===== src/rtl/pipe_pkg.sv =====
// Shared definitions for the MIPS pipeline stage registers: defaults, CP0
// ExcCode values and the per-edge action decode used by pipe_stage_reg.
package pipe_pkg;

  localparam int          DATA_W_DEF     = 32;
  localparam int          EXC_W_DEF      = 5;
  localparam logic [31:0] EXC_VECTOR_DEF = 32'h0000_4180;

  // CP0 ExcCode values; INT shares 0 with NONE because CP0 takes interrupts itself.
  localparam logic [4:0] EXC_NONE = 5'd0;
  localparam logic [4:0] EXC_INT  = 5'd0;
  localparam logic [4:0] EXC_ADEL = 5'd4;
  localparam logic [4:0] EXC_ADES = 5'd5;
  localparam logic [4:0] EXC_RI   = 5'd10;
  localparam logic [4:0] EXC_OV   = 5'd12;

  typedef enum logic [2:0] {
    ACT_RESET,
    ACT_REQ,
    ACT_FLUSH,
    ACT_HOLD,
    ACT_BUBBLE,
    ACT_LOAD
  } act_e;

  // Fixed priority: reset > req > flush > stall > bubble > load.
  function automatic act_e pick_action(input logic reset, input logic req,
                                       input logic flush, input logic stall,
                                       input logic bubble);
    if (reset)       return ACT_RESET;
    else if (req)    return ACT_REQ;
    else if (flush)  return ACT_FLUSH;
    else if (stall)  return ACT_HOLD;
    else if (bubble) return ACT_BUBBLE;
    else             return ACT_LOAD;
  endfunction

endpackage


===== src/rtl/pipe_stage_reg_if.sv =====
// Datapath bundle between two pipeline stages: upstream fields in, registered
// fields out. The stage register itself uses the slave modport.
interface pipe_stage_reg_if #(
  parameter int DATA_W     = 32,
  parameter int NUM_FIELDS = 6,
  parameter int EXC_W      = 5
);
  logic                         in_valid;
  logic [DATA_W-1:0]            in_pc;
  logic [DATA_W-1:0]            in_instr;
  logic                         in_bd;
  logic [EXC_W-1:0]             in_exccode;
  logic [EXC_W-1:0]             local_exccode;
  logic [NUM_FIELDS*DATA_W-1:0] in_payload;

  logic                         out_valid;
  logic [DATA_W-1:0]            out_pc;
  logic [DATA_W-1:0]            out_instr;
  logic                         out_bd;
  logic [EXC_W-1:0]             out_exccode;
  logic [NUM_FIELDS*DATA_W-1:0] out_payload;

  modport master (
    output in_valid, in_pc, in_instr, in_bd, in_exccode, local_exccode, in_payload,
    input  out_valid, out_pc, out_instr, out_bd, out_exccode, out_payload
  );

  modport slave (
    input  in_valid, in_pc, in_instr, in_bd, in_exccode, local_exccode, in_payload,
    output out_valid, out_pc, out_instr, out_bd, out_exccode, out_payload
  );
endinterface


===== src/rtl/pipe_perf_cnt.sv =====
// Free-running event counter with enable; wraps modulo 2^CNT_W, cleared only
// by the synchronous reset.
module pipe_perf_cnt #(
  parameter int CNT_W = 32
) (
  input  logic             clk,
  input  logic             reset,
  input  logic             en,
  output logic [CNT_W-1:0] count
);

  always_ff @(posedge clk) begin
    if (reset)   count <= '0;
    else if (en) count <= count + 1'b1;
  end

endmodule


===== src/rtl/pipe_stage_reg.sv =====
// Inter-stage pipeline register with req/flush/stall/bubble control.
// Optional stall/bubble performance counters under PIPE_REG_PERF_CNT_EN.
module pipe_stage_reg
  import pipe_pkg::*;
#(
  parameter int                 DATA_W     = DATA_W_DEF,
  parameter int                 NUM_FIELDS = 6,
  parameter logic [DATA_W-1:0]  EXC_VECTOR = EXC_VECTOR_DEF,
  parameter int                 EXC_W      = EXC_W_DEF,
  parameter int                 CNT_W      = 32
) (
  input  logic              clk,
  input  logic              reset,
  input  logic              req,
  input  logic              flush,
  input  logic              stall,
  input  logic              bubble,
  pipe_stage_reg_if.slave   stg,
  output logic [CNT_W-1:0]  stall_cnt,
  output logic [CNT_W-1:0]  bubble_cnt
);

  logic                         valid_q;
  logic [DATA_W-1:0]            pc_q;
  logic [DATA_W-1:0]            instr_q;
  logic                         bd_q;
  logic [EXC_W-1:0]             exc_q;
  logic [NUM_FIELDS*DATA_W-1:0] payload_q;

  act_e             act;
  logic [EXC_W-1:0] merged_exc;

  // NOTE: every combinational output gets a value on every path, so no latch is inferred.
  always_comb begin
    act        = pick_action(reset, req, flush, stall, bubble);
    merged_exc = (stg.in_exccode != '0) ? stg.in_exccode : stg.local_exccode;
  end

  // NOTE: non-blocking assignments keep every register sampling pre-edge values.
  always_ff @(posedge clk) begin
    unique case (act)
      ACT_RESET, ACT_FLUSH: begin
        valid_q   <= 1'b0;
        pc_q      <= '0;
        instr_q   <= '0;
        bd_q      <= 1'b0;
        exc_q     <= '0;
        payload_q <= '0;
      end
      ACT_REQ: begin
        valid_q   <= 1'b0;
        pc_q      <= EXC_VECTOR;
        instr_q   <= '0;
        bd_q      <= 1'b0;
        exc_q     <= '0;
        payload_q <= '0;
      end
      ACT_HOLD: begin
      end
      // PC and BD survive a bubble so CP0 can still form a precise EPC.
      ACT_BUBBLE: begin
        valid_q   <= 1'b0;
        pc_q      <= stg.in_pc;
        instr_q   <= '0;
        bd_q      <= stg.in_bd;
        exc_q     <= '0;
        payload_q <= '0;
      end
      default: begin
        valid_q   <= stg.in_valid;
        pc_q      <= stg.in_pc;
        instr_q   <= stg.in_instr;
        bd_q      <= stg.in_bd;
        exc_q     <= merged_exc;
        payload_q <= stg.in_payload;
      end
    endcase
  end

  assign stg.out_valid   = valid_q;
  assign stg.out_pc      = pc_q;
  assign stg.out_instr   = instr_q;
  assign stg.out_bd      = bd_q;
  assign stg.out_exccode = exc_q;
  assign stg.out_payload = payload_q;

`ifdef PIPE_REG_PERF_CNT_EN
  logic stall_en;
  logic bubble_en;

  always_comb begin
    stall_en  = (act == ACT_HOLD);
    bubble_en = (act == ACT_BUBBLE);
  end

  pipe_perf_cnt #(.CNT_W(CNT_W)) u_stall_cnt (
    .clk   (clk),
    .reset (reset),
    .en    (stall_en),
    .count (stall_cnt)
  );

  pipe_perf_cnt #(.CNT_W(CNT_W)) u_bubble_cnt (
    .clk   (clk),
    .reset (reset),
    .en    (bubble_en),
    .count (bubble_cnt)
  );
`else
  assign stall_cnt  = '0;
  assign bubble_cnt = '0;
`endif

endmodule


===== src/flat_wrapper.sv =====
// flat-port wrapper written by rule: the top's interface ports become plain ports
module pipe_stage_reg_flat import pipe_pkg::*;
#(
  parameter int                 DATA_W     = DATA_W_DEF,
  parameter int                 NUM_FIELDS = 6,
  parameter logic [DATA_W-1:0]  EXC_VECTOR = EXC_VECTOR_DEF,
  parameter int                 EXC_W      = EXC_W_DEF,
  parameter int                 CNT_W      = 32
)
  (clk, reset, req, flush, stall, bubble, stall_cnt, bubble_cnt, stg_in_valid, stg_in_pc, stg_in_instr, stg_in_bd, stg_in_exccode, stg_local_exccode, stg_in_payload, stg_out_valid, stg_out_pc, stg_out_instr, stg_out_bd, stg_out_exccode, stg_out_payload);
  pipe_stage_reg_if #(.DATA_W(DATA_W), .NUM_FIELDS(NUM_FIELDS), .EXC_W(EXC_W)) stg_i ();
  input  logic clk;
  input  logic reset;
  input  logic req;
  input  logic flush;
  input  logic stall;
  input  logic bubble;
  output logic [CNT_W-1:0] stall_cnt;
  output logic [CNT_W-1:0] bubble_cnt;
  input wire logic [$bits(stg_i.in_valid)-1:0] stg_in_valid;
  input wire logic [$bits(stg_i.in_pc)-1:0] stg_in_pc;
  input wire logic [$bits(stg_i.in_instr)-1:0] stg_in_instr;
  input wire logic [$bits(stg_i.in_bd)-1:0] stg_in_bd;
  input wire logic [$bits(stg_i.in_exccode)-1:0] stg_in_exccode;
  input wire logic [$bits(stg_i.local_exccode)-1:0] stg_local_exccode;
  input wire logic [$bits(stg_i.in_payload)-1:0] stg_in_payload;
  output wire logic [$bits(stg_i.out_valid)-1:0] stg_out_valid;
  output wire logic [$bits(stg_i.out_pc)-1:0] stg_out_pc;
  output wire logic [$bits(stg_i.out_instr)-1:0] stg_out_instr;
  output wire logic [$bits(stg_i.out_bd)-1:0] stg_out_bd;
  output wire logic [$bits(stg_i.out_exccode)-1:0] stg_out_exccode;
  output wire logic [$bits(stg_i.out_payload)-1:0] stg_out_payload;
  assign stg_i.in_valid = stg_in_valid;
  assign stg_i.in_pc = stg_in_pc;
  assign stg_i.in_instr = stg_in_instr;
  assign stg_i.in_bd = stg_in_bd;
  assign stg_i.in_exccode = stg_in_exccode;
  assign stg_i.local_exccode = stg_local_exccode;
  assign stg_i.in_payload = stg_in_payload;
  assign stg_out_valid = stg_i.out_valid;
  assign stg_out_pc = stg_i.out_pc;
  assign stg_out_instr = stg_i.out_instr;
  assign stg_out_bd = stg_i.out_bd;
  assign stg_out_exccode = stg_i.out_exccode;
  assign stg_out_payload = stg_i.out_payload;
  pipe_stage_reg #(.DATA_W(DATA_W), .NUM_FIELDS(NUM_FIELDS), .EXC_VECTOR(EXC_VECTOR), .EXC_W(EXC_W), .CNT_W(CNT_W)) u_core (.clk(clk), .reset(reset), .req(req), .flush(flush), .stall(stall), .bubble(bubble), .stg(stg_i), .stall_cnt(stall_cnt), .bubble_cnt(bubble_cnt));
endmodule

===== config.mk =====
export PLATFORM = sky130hd
export DESIGN_NAME = pipe_stage_reg_flat
export DESIGN_NICKNAME = d
export VERILOG_FILES = /design/src/rtl/pipe_pkg.sv /design/src/rtl/pipe_stage_reg_if.sv /design/src/rtl/pipe_perf_cnt.sv /design/src/rtl/pipe_stage_reg.sv /design/src/flat_wrapper.sv
export SDC_FILE = /design/constraint.sdc
export NUM_CORES = 1
export LEC_CHECK = 0
export BUFFER_PORTS_ARGS = -buffer_cell sky130_fd_sc_hd__buf_2
export CAP_MARGIN = 20
export CORE_AREA = 2 2 236 238
export CTS_BUF_LIST = sky130_fd_sc_hd__clkbuf_16
export DETAILED_ROUTE_END_ITERATION = 10
export DIE_AREA = 0 0 238 240
export PLACE_DENSITY = 0.49
export SLEW_MARGIN = 20
export SYNTH_ARGS = -nofsm -noshare
export SYNTH_HDL_FRONTEND = slang
export SYNTH_SLANG_ARGS = --single-unit

===== constraint.sdc =====
create_clock -name clk -period 32.4 [get_ports clk]
set_clock_uncertainty 0.15 [all_clocks]
set_input_delay 6.48 -clock clk [delete_from_list [all_inputs] [get_ports clk]]
set_output_delay 6.48 -clock clk [all_outputs]
set_load 0.01 [all_outputs]

# After elaboration in Yosys (flattened, before gate mapping)
# Cells that the tools add are included.
# word_totals
input_bits	274
ramBits	0
regBits	263
mem_bits_ro	0
word_cells	27
latchBits	0
out_inout_bits	327
n_memories	0
# op_classes
div_mod_pow	0
mul	0
eq_ne	4
bitwise_logic	0
n_mux	12
addsub	0
reduce_logical	5
shift	0
n_lt_le_gt_ge	0
# ops
operator	count
192-bit one-hot mux with 2 select lines	1
32-bit one-hot mux with 3 select lines	1
32-bit one-hot mux with 2 select lines	1
3-bit two-way mux	4
5-bit one-hot mux with 2 select lines	1
3-bit by 2-bit == test with 1-bit output, second input constant	2
5-bit two-way mux	1
5-bit nonzero test	1
1-bit one-hot mux with 2 select lines	2
4-bit OR reduction	1
3-bit by 1-bit == test with 1-bit output, second input constant	1
3-bit == test, second input constant	1
3-bit zero test	1
3-bit OR reduction	1
2-bit OR reduction	1
1-bit two-way mux	1

# Depth between registers and ports, before layout
# depth
word_depth	8
depth_mapped	6
depth_no_buf	3

# Worst setup path before layout
# No wires, ideal clock.
# synth_timing
path_kind	input to register
from	input port flush
to	register u_core.bd_q, in the netlist u_core.stg.out_bd, enable pin
cell_stages	1
path_slack_ns	6.210
setup_ns	1.251
required_time_ns	30.999
path_buffers	0
t_arrival_ns	24.790
cell_sequence	o21ai_0
# synth_via
elab_chain_cells	4
# synth_lines
item	line	rtl
start: declaration	flat_wrapper.sv:15	input logic flush;
3-bit two-way mux	pipe_pkg.sv:32	else if (flush) return ACT_FLUSH;
3-bit two-way mux	pipe_pkg.sv:31	else if (req) return ACT_REQ;
3-bit two-way mux	pipe_pkg.sv:30	if (reset) return ACT_RESET;
3-bit by 2-bit == test with 1-bit output	pipe_stage_reg.sv:41	unique case (act)
end signal: assignment	pipe_stage_reg.sv:65	bd_q <= stg.in_bd;
end signal: assignment	pipe_stage_reg.sv:73	bd_q <= stg.in_bd;
end: declaration	pipe_stage_reg.sv:26	logic bd_q;
# Every way passes these cells.
# A chain may end at the register's enable or synchronous reset.

# Final worst setup path
# layout_timing
from	input port stall
to	register u_core.payload_q[191], in the netlist u_core.stg.out_payload[191], enable pin
# layout_via
elab_chain_cells	5
# layout_lines
item	line	rtl
start: declaration	flat_wrapper.sv:16	input logic stall;
3-bit two-way mux	pipe_pkg.sv:33	else if (stall) return ACT_HOLD;
3-bit two-way mux	pipe_pkg.sv:32	
3-bit two-way mux	pipe_pkg.sv:31	
3-bit two-way mux	pipe_pkg.sv:30	
3-bit by 2-bit == test with 1-bit output	pipe_stage_reg.sv:41	
end signal: assignment	pipe_stage_reg.sv:75	payload_q <= stg.in_payload;
end: declaration	pipe_stage_reg.sv:28	logic [NUM_FIELDS*DATA_W-1:0] payload_q;
# Every way passes these cells.

==> summary.txt <==
Die
  – Row Count: 86
  – Floorplan Core Area: 0.0547 mm^2
  – Horizontal die dimension: 238 um
  – Vertical die dimension: around 240 um
  – Top-level I/O count: ~600
  – Total die area: 0.0571 mm^2
  – Starting density of the core: 0.189

STA
  – Total negative setup slack: 0 ns
  – PnR worst setup slack: 23.39 ns
  – Hold violation total from the final report: 0
  – Tmin final: 9.01 ns
  – Max transition margin: 0.300
  – # setup viols final: 0
  – RSZ-0062 raised after global routing: false
  – Worst-Margin Slew: 1.05 ns
  – Highest clock rate: 0.111 GHz
  – Count of pins over their slew limit: 0
  – Final cycle utilization of the critical path: 0.278
  – Tightest hold margin: just over 6 ns

Drt
  – Vias after detailed routing: 6,790
  – Per-cell routed wire length: 15.3 um
  – Drt drc: 0
  – Number of detailed-route iterations in the first pass: 4
  – Final ANT Viol Nets: 0
  – Post-detailed-route via-to-cell ratio: 3.55
  – Drt initial violations: 216
  – Routed wire length: about 30 mm

Synth
  – Post-synth top cells: edfxtp_1 (263), and2_1 (255), buf_4 (65)
  – Netlist cell types: 17
  – Number of instances in the synthesized netlist: 638
  – Sequential-to-total area share from yosys stat: 0.763
  – Mean Syn Cell Area: 16.2 um^2
  – Most area-consuming cells after synthesis: edfxtp_1 (76%), and2_1 (15%), buf_4 (4.7%)
  – Synth Cell Area: 0.0104 mm^2
  – Primary flip-flop cell chosen by synthesis mapping: edfxtp_1
  – Post-synthesis register bit count: 263
  – Most repeated cell in the gate-level netlist after synthesis: edfxtp_1
  – Number of flops mapped to enable cells by yosys: ~260
  – Cell taking the most area after synthesis: edfxtp_1
  – Count of warnings emitted by yosys: 0
  – Async set-or-reset flop fraction in the synthesized netlist: 0
  – Fraction of synthesized cell area taken by the top area cell type: 0.763

Setup path
  – Arrival time reported for the critical path endpoint: 9.04 ns
  – Largest delay share family, worst path: buffers and inverters
  – Worst Setup Start Kind: input pin
  – Crit path largest cell delay: 0.86 ns
  – Largest fanout of any net on the critical path: 76
  – Most used cell along the critical path: buf_4
  – Worst EP required: 32.43 ns
  – Cell at the slowest stage of the critical path: buf_4
  – Cells along the critical path: buf_2 > o21a_4 > o21ai_4 > buf_4 > buf_4
  – Capturing element type of the critical path: flip-flop
  – Class of the most critical setup path: in2reg
  – CP Buf/Inv Count: 3

Place
  – Number of buffers added on ports: 536
  – Placed wire-length estimate: 22.2 mm
  – Placement-stage worst setup slack: 22.72 ns
  – Final RePlAce weighted congestion: ~0.73

Worst hold path
  – WHS Path Cells: 2
  – Worst Hold End: u_core.stg.out_payload[38]
  – Hold_sp: stg_in_payload[38]
  – Worst hold path class: in2reg

Power and ir drop
  – Cell Pwr Density: 55.2 mW/mm^2
  – Cell leakage power: between 7 and 8 nW
  – Tot Pwr: 801 uW
  – Clock power frac: 0.427
  – Fraction of power consumed by sequential logic: 0.495
  – Net Sw Power: 178 uW
  – Peak supply drop: 0.0000347 V
  – Combinational share of power: 0.078
  – Design internal power: 623 uW
  – Sw Share: 0.222

Clocking
  – TritonCTS Sinks: 263
  – CTS tree: done
  – Post-CTS clock slew at the launch and capture registers of the worst setup and hold paths: about 0.06 ns
  – # hold bufs at CTS: 0
  – # Post-CTS Setup Buffers: 0
  – Buffer depth of the longest clock path: 3
  – Total CTS buffers: 31
  – Master cell of the clock root buffer: clkbuf_16
  – H-tree level count: 1
  – Number of gates resized after cts: 0

Global route
  – Overall routing resource usage: 0.0934
  – First-pass GRT wire length: 40.4 mm
  – Vias in the first global route: 6,673
  – Largest net degree at the start of global routing: 92
  – Total grt overflow: 0
  – Antenna violations before repair: 3

Layout
  – Number of nets in the layout: 1,459
  – Area of the multi-input gates: 0.00198 mm^2
  – Area occupied by registers: 0.00790 mm^2
  – Share of final-layout standard cells stronger than drive strength 1: 0.485
  – Layout fillers: between 5,000 and 6,000
  – Area growth, synth to finish: 40.1%

Status
  – Status: completed

Flow run
  – Number of max-capacitance violations reported: 0
==> per-stage QoR <==
| stage | cells | area, um^2 | utilization |
|---|---|---|---|
| global placement | 1856 | 13500 | 0.247 |
| global route | 1913 | 14500 | 0.265 |
| detailed placement | 1856 | 13500 | 0.247 |
| floorplan | 701 | 10600 | - |
| finish | 1913 | 14500 | 0.265 |
| CTS | 1912 | 14500 | 0.265 |
==> worst max-delay path by stage <==
stage               start                           to  slack (ns)  cells past startpoint
global route        stall  u_core.stg.out_payload[153]       23.19                      5
floorplan           flush            u_core.stg.out_bd        6.21                      1
CTS                 stall  u_core.stg.out_payload[158]       23.34                      5
global placement    stall   u_core.stg.out_payload[75]       22.79                      5
finish              stall  u_core.stg.out_payload[191]       23.39                      5
detailed placement  stall  u_core.stg.out_payload[161]       22.72                      5
==> final cells by class <==
class                           count  share of cell area
Clock inverter                     25              0.0149
Inverter                            4             0.00104
Timing Repair Buffer              543               0.189
Sequential cell                   263               0.545
Tap cell                          704              0.0607
Clock buffer                       31              0.0535
Multi-Input combinational cell    342               0.136
Antenna cell                        1            0.000173
==> routing by layer <==
metal,up-vias,track usage,wire length (um)
li1,3162,-,-
met1,3183,0.106,11100
met2,391,0.167,14600
met3,52,0.0294,2830
met4,2,0.0309,686
met5,-,0,13
==> flip-flops by register name, indices dropped and copies added (netlist names) <==
signal	flops
u_core.stg.out_valid	1
u_core.stg.out_exccode	5
u_core.stg.out_pc	32
u_core.stg.out_payload	192
u_core.stg.out_bd	1
u_core.stg.out_instr	32
==> layout by cell type (no fill, tap or decap) <==
cell	synthesis	layout
nor3_2	1	1
clkbuf_16	0	31
and2_1	255	255
edfxtp_1	263	263
nand3b_1	2	2
diode_2	0	1
clkinv_2	0	2
o21ai_4	0	1
inv_6	0	2
conb_1	1	64
o21ai_0	2	1
nor4_1	1	1
inv_1	4	11
a31oi_1	2	2
buf_4	65	7
clkinv_1	0	9
nor3_1	2	2
nor2_1	6	6
o21a_4	0	1
clkinv_4	0	1
buf_2	0	536
bufinv_16	0	4
a21oi_1	6	6
==> power groups by stage <==
stage               Combinational, mW  Sequential [mW]  Clock, mW
finish                         0.0627            0.396      0.342
global route                   0.0686            0.398      0.369
CTS                            0.0643            0.397      0.356
detailed placement             0.0641            0.404          0
global placement               0.0641            0.403          0
floorplan                      0.0206            0.421          0
==> cell families after synthesis <==
group / share of synthesized area
buf+inv: 0.0708
simple gates: 0.160
compound gates: 0.00580
other cells: 0.000362
flops: 0.763
(Power assumes the default switching activity.)
